$ cat config.mk
export PLATFORM = sky130hd
export DESIGN_NAME = scalar_alu_arbiter
export DESIGN_NICKNAME = d
export VERILOG_FILES = /design/src/rtl/scalar_alu_pkg.sv /design/src/rtl/scalar_alu_arbiter_alu.sv /design/src/rtl/scalar_alu_arbiter_rr_arbiter.sv /design/src/rtl/scalar_alu_arbiter.sv
export SDC_FILE = /design/constraint.sdc
export NUM_CORES = 1
export LEC_CHECK = 0
export BUFFER_PORTS_ARGS = -buffer_cell sky130_fd_sc_hd__buf_2
export CORE_MARGIN = 2
export CORE_UTILIZATION = 30
export DETAILED_ROUTE_END_ITERATION = 12
export SLEW_MARGIN = 20
export SYNTH_ARGS = -nofsm -noshare
export SYNTH_HDL_FRONTEND = slang
export SYNTH_HIERARCHICAL = 1
export SYNTH_SLANG_ARGS = --single-unit
$ cat constraint.sdc
create_clock -name clk -period 9.86 [get_ports clk]
set_input_delay 0 -clock clk [delete_from_list [all_inputs] [get_ports clk]]
set_output_delay 0 -clock clk [all_outputs]
set_load 0.01 [all_outputs]
$ cat src/rtl/scalar_alu_pkg.sv
`default_nettype none
// ============================================================================
// Module      : scalar_alu_pkg
// Description : Shared ALU opcodes, flag bit positions, flag struct and the
//               response-register state encoding for scalar_alu_arbiter.
// Revision    : 1.0 - initial release
// ============================================================================
package scalar_alu_pkg;

    localparam logic [2:0] OP_ADD  = 3'd0;
    localparam logic [2:0] OP_XORI = 3'd1;
    localparam logic [2:0] OP_SUB  = 3'd2;
    localparam logic [2:0] OP_SLT  = 3'd3;
    localparam logic [2:0] OP_SLL  = 3'd4;
    localparam logic [2:0] OP_SRL  = 3'd5;
    localparam logic [2:0] OP_MULT = 3'd6;
    localparam logic [2:0] OP_NOP  = 3'd7;

    // Bit positions inside the 6-bit flag word {c, z, gt, v, n, 0}
    localparam int FLAG_RSVD = 0;
    localparam int FLAG_N    = 1;
    localparam int FLAG_V    = 2;
    localparam int FLAG_GT   = 3;
    localparam int FLAG_Z    = 4;
    localparam int FLAG_C    = 5;

    typedef struct packed {
        logic c;
        logic z;
        logic gt;
        logic v;
        logic n;
        logic rsvd;
    } alu_flags_t;

    // Response register occupancy
    typedef enum logic [0:0] {
        ST_EMPTY = 1'b0,
        ST_FULL  = 1'b1
    } out_state_t;

endpackage
`default_nettype wire

$ cat src/rtl/scalar_alu_arbiter_alu.sv
`default_nettype none
// ============================================================================
// Module      : alu
// Description : Combinational scalar ALU: add, xor, sub, slt, sll, srl, mult
//               and nop, with carry/zero/gt/overflow/negative flags.
// Revision    : 1.0 - initial release
// ============================================================================
module alu
    import scalar_alu_pkg::*;
#(
    parameter int N = 24
) (
    input  logic [N-1:0] i_a,
    input  logic [N-1:0] i_b,
    input  logic [2:0]   i_ctrl,
    output logic [N-1:0] o_result,
    output alu_flags_t   o_flags
);

    logic [N:0]   w_sum;
    logic [N:0]   w_diff;
    logic [N-1:0] w_prod;
    logic [4:0]   w_shamt;

    assign w_sum   = {1'b0, i_a} + {1'b0, i_b};
    // Carry out of A + ~B + 1: set when no borrow occurs
    assign w_diff  = {1'b0, i_a} + {1'b0, ~i_b} + {{N{1'b0}}, 1'b1};
    assign w_prod  = i_a * i_b;
    assign w_shamt = i_b[7:3];

    // Operation select and flag generation; NOP forces everything to zero
    always_comb begin
        o_result = '0;
        o_flags  = '0;
        case (i_ctrl)
            OP_ADD: begin
                o_result  = w_sum[N-1:0];
                o_flags.c = w_sum[N];
                o_flags.v = (i_a[N-1] == i_b[N-1]) && (w_sum[N-1] != i_a[N-1]);
            end
            OP_XORI: o_result = i_a ^ i_b;
            OP_SUB: begin
                o_result   = w_diff[N-1:0];
                o_flags.c  = w_diff[N];
                o_flags.v  = (i_a[N-1] != i_b[N-1]) && (w_diff[N-1] != i_a[N-1]);
                o_flags.gt = ($signed(i_a) > $signed(i_b));
            end
            OP_SLT:  o_result = {{(N-1){1'b0}}, ($signed(i_a) < $signed(i_b))};
            OP_SLL:  o_result = i_a << w_shamt;
            OP_SRL:  o_result = i_a >> w_shamt;
            OP_MULT: o_result = w_prod;
            default: o_result = '0;
        endcase
        if (i_ctrl != OP_NOP) begin
            o_flags.z = (o_result == '0);
            o_flags.n = o_result[N-1];
        end
    end

endmodule
`default_nettype wire

$ cat src/rtl/scalar_alu_arbiter_rr_arbiter.sv
`default_nettype none
// ============================================================================
// Module      : rr_arbiter
// Description : Combinational round-robin arbiter. Searches the request
//               vector upward from i_ptr, wrapping, and returns a one-hot
//               grant, its encoded index and an any-request flag.
// Revision    : 1.0 - initial release
// ============================================================================
module rr_arbiter #(
    parameter  int NREQ = 4,
    localparam int IDW  = $clog2(NREQ)
) (
    input  logic [NREQ-1:0] i_req,
    input  logic [IDW-1:0]  i_ptr,
    output logic [NREQ-1:0] o_grant,
    output logic [IDW-1:0]  o_idx,
    output logic            o_any
);

    logic [IDW-1:0] w_cand;

    // Walk from the farthest candidate back to i_ptr so the closest hit wins
    always_comb begin
        o_grant = '0;
        o_idx   = '0;
        o_any   = 1'b0;
        w_cand  = '0;
        for (int k = NREQ - 1; k >= 0; k--) begin
            w_cand = i_ptr + IDW'(k);
            if (i_req[w_cand]) begin
                o_any = 1'b1;
                o_idx = w_cand;
            end
        end
        o_grant[o_idx] = o_any;
    end

endmodule
`default_nettype wire

$ cat src/rtl/scalar_alu_arbiter.sv
`default_nettype none
// ============================================================================
// Module      : scalar_alu_arbiter
// Description : Shares one scalar ALU among NREQ valid/ready requesters with
//               round-robin arbitration and a registered, ID-tagged response.
//               Optional macro SCALAR_ALU_ARB_PRIORITY0_EN gives requester 0
//               fixed top priority; the rest stay round-robin.
// Revision    : 1.0 - initial release
// ============================================================================
module scalar_alu_arbiter
    import scalar_alu_pkg::*;
#(
    parameter  int N    = 24,
    parameter  int NREQ = 4,
    localparam int IDW  = $clog2(NREQ)
) (
    input  logic              clk,
    input  logic              rst,
    input  logic [NREQ-1:0]   req_valid,
    output logic [NREQ-1:0]   req_ready,
    input  logic [NREQ*N-1:0] req_A,
    input  logic [NREQ*N-1:0] req_B,
    input  logic [NREQ*3-1:0] req_ctrl,
    output logic              resp_valid,
    input  logic              resp_ready,
    output logic [IDW-1:0]    resp_id,
    output logic [N-1:0]      resp_result,
    output logic [5:0]        resp_flags
);

    out_state_t      r_state;
    out_state_t      w_state_nxt;
    logic [IDW-1:0]  r_ptr;
    logic [IDW-1:0]  r_id;
    logic [N-1:0]    r_result;
    alu_flags_t      r_flags;

    logic [NREQ-1:0] w_grant;
    logic [IDW-1:0]  w_idx;
    logic            w_any;
    logic            w_ptr_adv;
    logic            w_can_accept;
    logic            w_accept;
    logic [N-1:0]    w_a;
    logic [N-1:0]    w_b;
    logic [2:0]      w_ctrl;
    logic [N-1:0]    w_alu_res;
    alu_flags_t      w_alu_flags;

`ifdef SCALAR_ALU_ARB_PRIORITY0_EN
    logic [NREQ-1:0] w_rr_req;
    logic [NREQ-1:0] w_rr_grant;
    logic [IDW-1:0]  w_rr_idx;
    logic            w_rr_any;

    // Requester 0 is removed from the rotation and handled ahead of it
    assign w_rr_req = {req_valid[NREQ-1:1], 1'b0};

    rr_arbiter #(.NREQ(NREQ)) u_rr_arbiter (
        .i_req   (w_rr_req),
        .i_ptr   (r_ptr),
        .o_grant (w_rr_grant),
        .o_idx   (w_rr_idx),
        .o_any   (w_rr_any)
    );

    // Fixed priority for requester 0, otherwise the round-robin choice
    always_comb begin
        w_grant = w_rr_grant;
        w_idx   = w_rr_idx;
        w_any   = w_rr_any;
        if (req_valid[0]) begin
            w_grant = {{(NREQ-1){1'b0}}, 1'b1};
            w_idx   = '0;
            w_any   = 1'b1;
        end
    end

    assign w_ptr_adv = w_accept && !req_valid[0];
`else
    rr_arbiter #(.NREQ(NREQ)) u_rr_arbiter (
        .i_req   (req_valid),
        .i_ptr   (r_ptr),
        .o_grant (w_grant),
        .o_idx   (w_idx),
        .o_any   (w_any)
    );

    assign w_ptr_adv = w_accept;
`endif

    // Reset gating keeps req_ready low while rst is asserted
    assign w_can_accept = (r_state == ST_EMPTY) || resp_ready;
    assign w_accept     = w_any && w_can_accept && rst;
    assign req_ready    = w_grant & {NREQ{w_can_accept && rst}};

    // Granted requester's operands feed the shared ALU
    always_comb begin
        w_a    = '0;
        w_b    = '0;
        w_ctrl = '0;
        for (int i = 0; i < NREQ; i++) begin
            if (w_grant[i]) begin
                w_a    = req_A[i*N +: N];
                w_b    = req_B[i*N +: N];
                w_ctrl = req_ctrl[i*3 +: 3];
            end
        end
    end

    alu #(.N(N)) u_alu (
        .i_a      (w_a),
        .i_b      (w_b),
        .i_ctrl   (w_ctrl),
        .o_result (w_alu_res),
        .o_flags  (w_alu_flags)
    );

    // Output register occupancy: fill on accept, empty on drain with no refill
    always_comb begin
        w_state_nxt = r_state;
        if (w_accept) begin
            w_state_nxt = ST_FULL;
        end else if ((r_state == ST_FULL) && resp_ready) begin
            w_state_nxt = ST_EMPTY;
        end
    end

    // State register
    always_ff @(posedge clk or negedge rst) begin
        if (!rst) begin
            r_state <= ST_EMPTY;
        end else begin
            r_state <= w_state_nxt;
        end
    end

    // Result/ID capture and round-robin pointer update, both only on accept
    always_ff @(posedge clk or negedge rst) begin
        if (!rst) begin
            r_result <= '0;
            r_flags  <= '0;
            r_id     <= '0;
            r_ptr    <= '0;
        end else begin
            if (w_accept) begin
                r_result <= w_alu_res;
                r_flags  <= w_alu_flags;
                r_id     <= w_idx;
            end
            if (w_ptr_adv) begin
                r_ptr <= w_idx + IDW'(1);
            end
        end
    end

    assign resp_valid  = (r_state == ST_FULL);
    assign resp_id     = r_id;
    assign resp_result = r_result;
    assign resp_flags  = r_flags;

endmodule
`default_nettype wire

==> impl_metrics.yaml, run 1 <==
route:
  drc: 0
  via_per_inst: 5.500
  final_antenna_net_count: 0
  via_count: 17740
  first_iter_violations: 1698
  finalWirelength_microns: 75150
  wl_per_cell_microns: 23.29
  first_pass_iters: 7
hold_path:
  hp-start: "resp_ready"
  min_to: "resp_valid"
  min_path_cells: 3
  hold_path_class: "primary input to flip-flop"
setup_path:
  r2r-start: "r_ptr[1]"
  worstSetupEndpointType: "flip-flop"
  rr_worst_depth: 28
  rrSetupSlack_ns: 0.38
  r2r-end: "resp_flags[4]"
  crit_start: "r_ptr[1]"
  arrival_ns: 9.70
  setup.worst_path.start_class: "flip-flop"
  max_stage_delay_ns: 0.64
  critPathKind: "flip-flop to flip-flop"
  cpMostUsedCell: "fa_1"
  path_max_fanout: 18
  crit_slowest_cell: "a21oi_2"
  worstPathRequired_ns: 10.08
sta:
  rsz0062_at_grt: "false"
  timing.final.crit_period_ns: 9.481
  timing.fmax_mhz: 105.5
  tns_ns: 0
  fin_crit_sh_pct: 96.16
  fin_worst_skew_ns: 0.005640
  slew_violations: 0
  setup_viol: 0
  tightest_slew_ns: 1.130
  layout_setup_ws_ns: 0.3786
  finalHoldViolations: 0
  maxSlewHeadroom_pct: 24.24
place:
  pre_cts_ws_ns: 0.4557
  hpwl_microns: 61350
  place_congestion: 1.029
  port_buffers: 247
grt:
  antenna_found_initial: 1
  grt_use_total_pct: 24.06
  grt_pass1_vias: 17490
  grt_pass1_wl_microns: 111200
  grt_max_degree: 54
  overflow: 0
yosys:
  syn_inst: 2247
  synthArstFlopShare_pct: 100.0
  ys_types: 94
  postSynthRegisterBits: 35
  syn_nets: 2804
  yosysSeqAreaShare_pct: 4.936
  synth_edf_count: 0
  syn_area_per_cell_sq_um: 7.896
  yosys_warnings: 6
  synth_ff_type: "dfrtp_1"
  synth_area_sq_um: 17740
floorplanning:
  dieArea_sq_um: 61110
  coreArea_sq_um: 58800
  die_x_microns: 247.2
  die_h_microns: 247.2
  start_util_pct: 30.18
  rows: 89
  ioPinCount: 248
cts:
  cts.sinks: 35
  clock-root-buffer: "clkbuf_16"
  path_clk_slew_ns: 0.06
  cts_tree: "done"
  htreeDepth: 2
  clock_path_buffers: 2
  clk_latency_ns: 0.28
  cts_made_buffers: 5
final_layout:
  final_common_cell: "inv_1"
  num-nets-final: 3009
  antenna_cells: 0
  syn2layout_area_growth_pct: 14.52
  final_cell_mix: "inv_1, buf_2, fa_1"
  drive_above_1_share_pct: 19.69
status:
  status: "complete, no violations"
job:
  maxCapViolations: 0
## worst max-delay path by stage
stage                         end  slack, ns  cells past startpoint
floorplan           resp_flags[4]       0.43                     42
global placement    resp_flags[4]       0.52                     34
detailed placement  resp_flags[4]       0.46                     32
CTS                 resp_flags[4]       0.40                     34
global route        resp_flags[4]       0.06                     32
finish              resp_flags[4]       0.38                     28
## repair_timing
action	in CTS	in global routing
endpoints found under the hold margin	35	0
resized for setup	0	11
setup endpoints to repair	0	2
hold buffers	1	0
buffers inserted	0	5
## stage by stage
step | util, % | cell area [sq um] | hold WS (ns) | cells
3_3_place_gp | 34.06 | 20030 | 0.09007 | 3210
5_1_grt | 34.56 | 20320 | 0.01633 | 3226
4_1_cts | 34.37 | 20210 | 0.01302 | 3219
6_report | 34.56 | 20320 | 0.01262 | 3226
3_5_place_dp | 34.06 | 20030 | 0.09045 | 3210
2_1_floorplan | - | 17740 | -0.2956 | 2247
## Yosys cell counts, drive strengths merged, types with 8 or more instances
cell,n,area (sq um)
o21ai,73,372.9
nand2b,21,138.9
nor3,32,160.2
dfrtp,35,875.8
o211ai,9,67.56
xnor2,60,525.5
mux4,13,296.5
o311ai,8,70.07
nand4,10,62.56
clkbuf,94,352.8
and3,13,81.33
a31oi,16,100.1
xor2,20,175.2
o22ai,63,394.1
a221oi,8,76.32
a211oi,23,172.7
a22oi,55,417.9
or3,8,50.05
mux2,54,724.5
fa,215,4304
a21o,26,195.2
a21oi,137,689.4
nand2,199,749.5
inv,348,1306
mux2i,43,442.9
and2,127,794.5
nor2,158,595.6
nor2b,23,161.4
a211o,10,87.58
ha,131,1639
nand3,24,125.1
buf,53,387.9
o21a,12,90.09
nor4,19,137.6
## worst max-delay path: cells and delay by family (launching register included)
kind                       cells  cell delay, ns
AOI/OAI and AO/OA              7            2.40
buffers and inverters          6            0.79
adders and majority gates      8            3.98
DFF                            1            0.49
muxes                          1            0.17
and+or+nand+nor                6            1.57
## cell type report
| type | count | area, sq um |
|---|---|---|
| well taps | 773 | 967.2 |
| fillers | 6240 | 38480 |
| clock buffers | 5 | 125.1 |
| flip-flops and latches | 35 | 875.8 |
| inverters | 352 | 1321 |
| repair buffers | 343 | 1959 |
| multi-input cells | 1715 | 15030 |
| clock inverters | 3 | 43.79 |
## per-layer routing
| layer | GRT usage, % | part of all wire, % |
|---|---|---|
| met3 | 4.471 | 9.4 |
| met4 | 12.19 | 6.2 |
| met1 | 30.51 | 39 |
| met5 | 0 | 0.017 |
| met2 | 39.01 | 45 |
## registers in the layout (all words and copies together), names as in the netlist
signal / cells
resp_id: 2
r_ptr: 2
resp_flags: 6
resp_result: 24
resp_valid: 1
## logic make-up (layout without fill, tap and decap cells)
| kind of cell | Yosys count | count (layout) | synth area share [%] |
|---|---|---|---|
| other | 1 | 1 | 0.02113 |
| multiplexers | 110 | 110 | 8.251 |
| adder cells (fa/ha/maj) | 346 | 346 | 33.50 |
| AO/OA/AOI/OAI | 517 | 518 | 19.42 |
| AND/OR/NAND/NOR | 659 | 660 | 18.31 |
| buffers and inverters | 499 | 703 | 11.62 |
| XOR/XNOR | 80 | 80 | 3.949 |
| flip-flops | 35 | 35 | 4.936 |
Power of run 1 is left out: the tool's default activity adds up to more than one toggle a clock period on the data nets, which glitch-free logic cannot reach.
==> run 2, diff against run 1 <==
--- a/config.mk
+++ b/config.mk
@@ -6,9 +6,12 @@
 export NUM_CORES = 1
 export LEC_CHECK = 0
 export BUFFER_PORTS_ARGS = -buffer_cell sky130_fd_sc_hd__buf_2
+export CELL_PAD_IN_SITES_DETAIL_PLACEMENT = 1
+export CELL_PAD_IN_SITES_GLOBAL_PLACEMENT = 1
 export CORE_MARGIN = 2
 export CORE_UTILIZATION = 30
 export DETAILED_ROUTE_END_ITERATION = 12
+export PLACE_DENSITY_LB_ADDON = 0.1
 export SLEW_MARGIN = 20
 export SYNTH_ARGS = -nofsm -noshare
 export SYNTH_HDL_FRONTEND = slang
==> constraint.sdc (replaced) <==
create_clock -name clk -period 9.4 [get_ports clk]
set_input_delay 0 -clock clk [delete_from_list [all_inputs] [get_ports clk]]
set_output_delay 0 -clock clk [all_outputs]
set_load 0.01 [all_outputs]
==> impl_metrics.yaml, run 2 (synthesis results as in run 1) <==
setup_path:
  max_stage_delay_ns: 0.53
  crit_slowest_cell: "fa_1"
  critPathTopFamily: "adder cells"
  crit_start: "r_ptr[1]"
  worstPathRequired_ns: 9.63
  path_max_fanout: 54
  critPathKind: "flip-flop to flip-flop"
  path_buf_inv: 8
  arrival_ns: 9.26
  r2r-start: "r_ptr[1]"
  worstSetupEndpointType: "flip-flop"
  setup.worst_path.start_class: "flip-flop"
cts:
  cts.sinks: 35
  cts_made_buffers: 5
  cts_tree: "done"
  htreeDepth: 2
  clk_latency_ns: 0.29
  clock-root-buffer: "clkbuf_16"
  clock_path_buffers: 2
  path_clk_slew_ns: 0.06
place:
  postPlaceCellArea_sq_um: 20190
  port_buffers: 247
  place_congestion: 0.9753
  place_inst: 3225
  hpwl_microns: 74030
  pre_cts_ws_ns: -0.1751
job:
  maxCapViolations: 0
route:
  drc: 0
  first_pass_iters: 5
  final_antenna_net_count: 0
  finalWirelength_microns: 88770
  via_count: 17870
  via_per_inst: 5.496
  wl_per_cell_microns: 27.30
  first_iter_violations: 1381
final_layout:
  drive_above_1_share_pct: 20.51
  final_cell_mix: "inv_1, buf_2, fa_1"
  num-nets-final: 3033
  final_common_cell: "inv_1"
  syn2layout_area_growth_pct: 16.05
  nFillCells: 7157
  final_cells: 3251
  largest_reg_flops: 24
  fin_area_sq_um: 20590
floorplanning:
  coreArea_sq_um: 58800
  start_util_pct: 30.18
  ioPinCount: 248
  rows: 89
  die_h_microns: 247.2
  dieArea_sq_um: 61110
  die_x_microns: 247.2
sta:
  tightest_slew_ns: 1.157
  slew_violations: 0
  fin_crit_sh_pct: 96.03
  tns_ns: 0
  layout_setup_ws_ns: 0.3729
  fin_worst_skew_ns: 0.008966
  setup_viol: 0
  timing.fmax_mhz: 110.8
  maxSlewHeadroom_pct: 21.91
  timing.final.crit_period_ns: 9.027
  finalHoldViolations: 0
status:
  status: "complete, no violations"
hold_path:
  hold_path_class: "primary input to flip-flop"
  hp-start: "resp_ready"
grt:
  overflow: 0
  grt_max_degree: 55
  grt_use_total_pct: 28.89
  antenna_found_initial: 2
  grt_pass1_vias: 18540
  grt_pass1_wl_microns: 129200
## run 2: cell count changes in the layout (fill, tap and decap cells not counted), moves of 2 or more
cell        previous run  this run
buf_4                 95       112
a21oi_2               20        14
buf_12                 0         5
a21oi_4                9        13
buf_6                  0         3
o21ai_0               68        65
o21ai_1                2         5
clkinvlp_4             0         2
ha_1                 131       129
ha_2                   0         2
## run 2: timing repair
action                                  4_1_cts  5_1_grt
hold buffers                                  1        0
buffers inserted                              0       15
gates resized for setup                       7       18
endpoints found under the setup margin        3        6
endpoints found under the hold margin        35        0
cloned                                        0        1
pin swaps                                     0        7
## run 2: area by class of cell
type	instances	area [sq um]	share of cell area, %
Antenna cell	1	2.502	0.01215
Sequential cell	35	877.1	4.260
Tap cell	773	967.2	4.697
Multi-Input combinational cell	1714	15050	73.07
Timing Repair Buffer	368	2221	10.79
Clock buffer	5	125.1	0.6076
Clock inverter	3	23.77	0.1155
Inverter	352	1329	6.453
## run 2: worst register-to-register path: cells and delay by family, from the launching register on
| kind | cells | cell delay [ns] |
|---|---|---|
| xor+xnor | 1 | 0.17 |
| compound gates | 11 | 2.79 |
| fa+ha+maj | 8 | 3.46 |
| buf+inv | 8 | 0.97 |
| simple gates | 5 | 0.94 |
| mux | 1 | 0.18 |
| flops | 1 | 0.45 |
## run 2: stage by stage
stage	hold WS (ns)	utilization, %
after global placement	0.1461	34.34
after floorplan	-0.2956	-
final	0.009192	35.02
after detailed placement	0.1615	34.34
after CTS	0.001583	34.69
after global routing	0.01607	35.02
## run 2: path summary, 6_finish.rpt
check,cells after the start,end,slack (ns)
min in group asynchronous,2,resp_flags[0],0.35
max,34,resp_flags[4],0.37
max reg2reg,34,resp_flags[4],0.37
min,3,resp_valid,0.009
max in group asynchronous,2,r_ptr[1],8.48
min reg2reg,1,resp_result[0],0.50
## run 2: layer usage
| layer | track usage (%) | part of all wire [%] | vias to the layer above |
|---|---|---|---|
| li1 | - | - | 7993 |
| met1 | 40.23 | 46 | 9207 |
| met4 | 5.988 | 1.8 | 2 |
| met3 | 5.437 | 6.7 | 72 |
| met5 | 0 | 0.010 | - |
| met2 | 46.40 | 46 | 593 |
Power of run 2 is left out for the same reason.
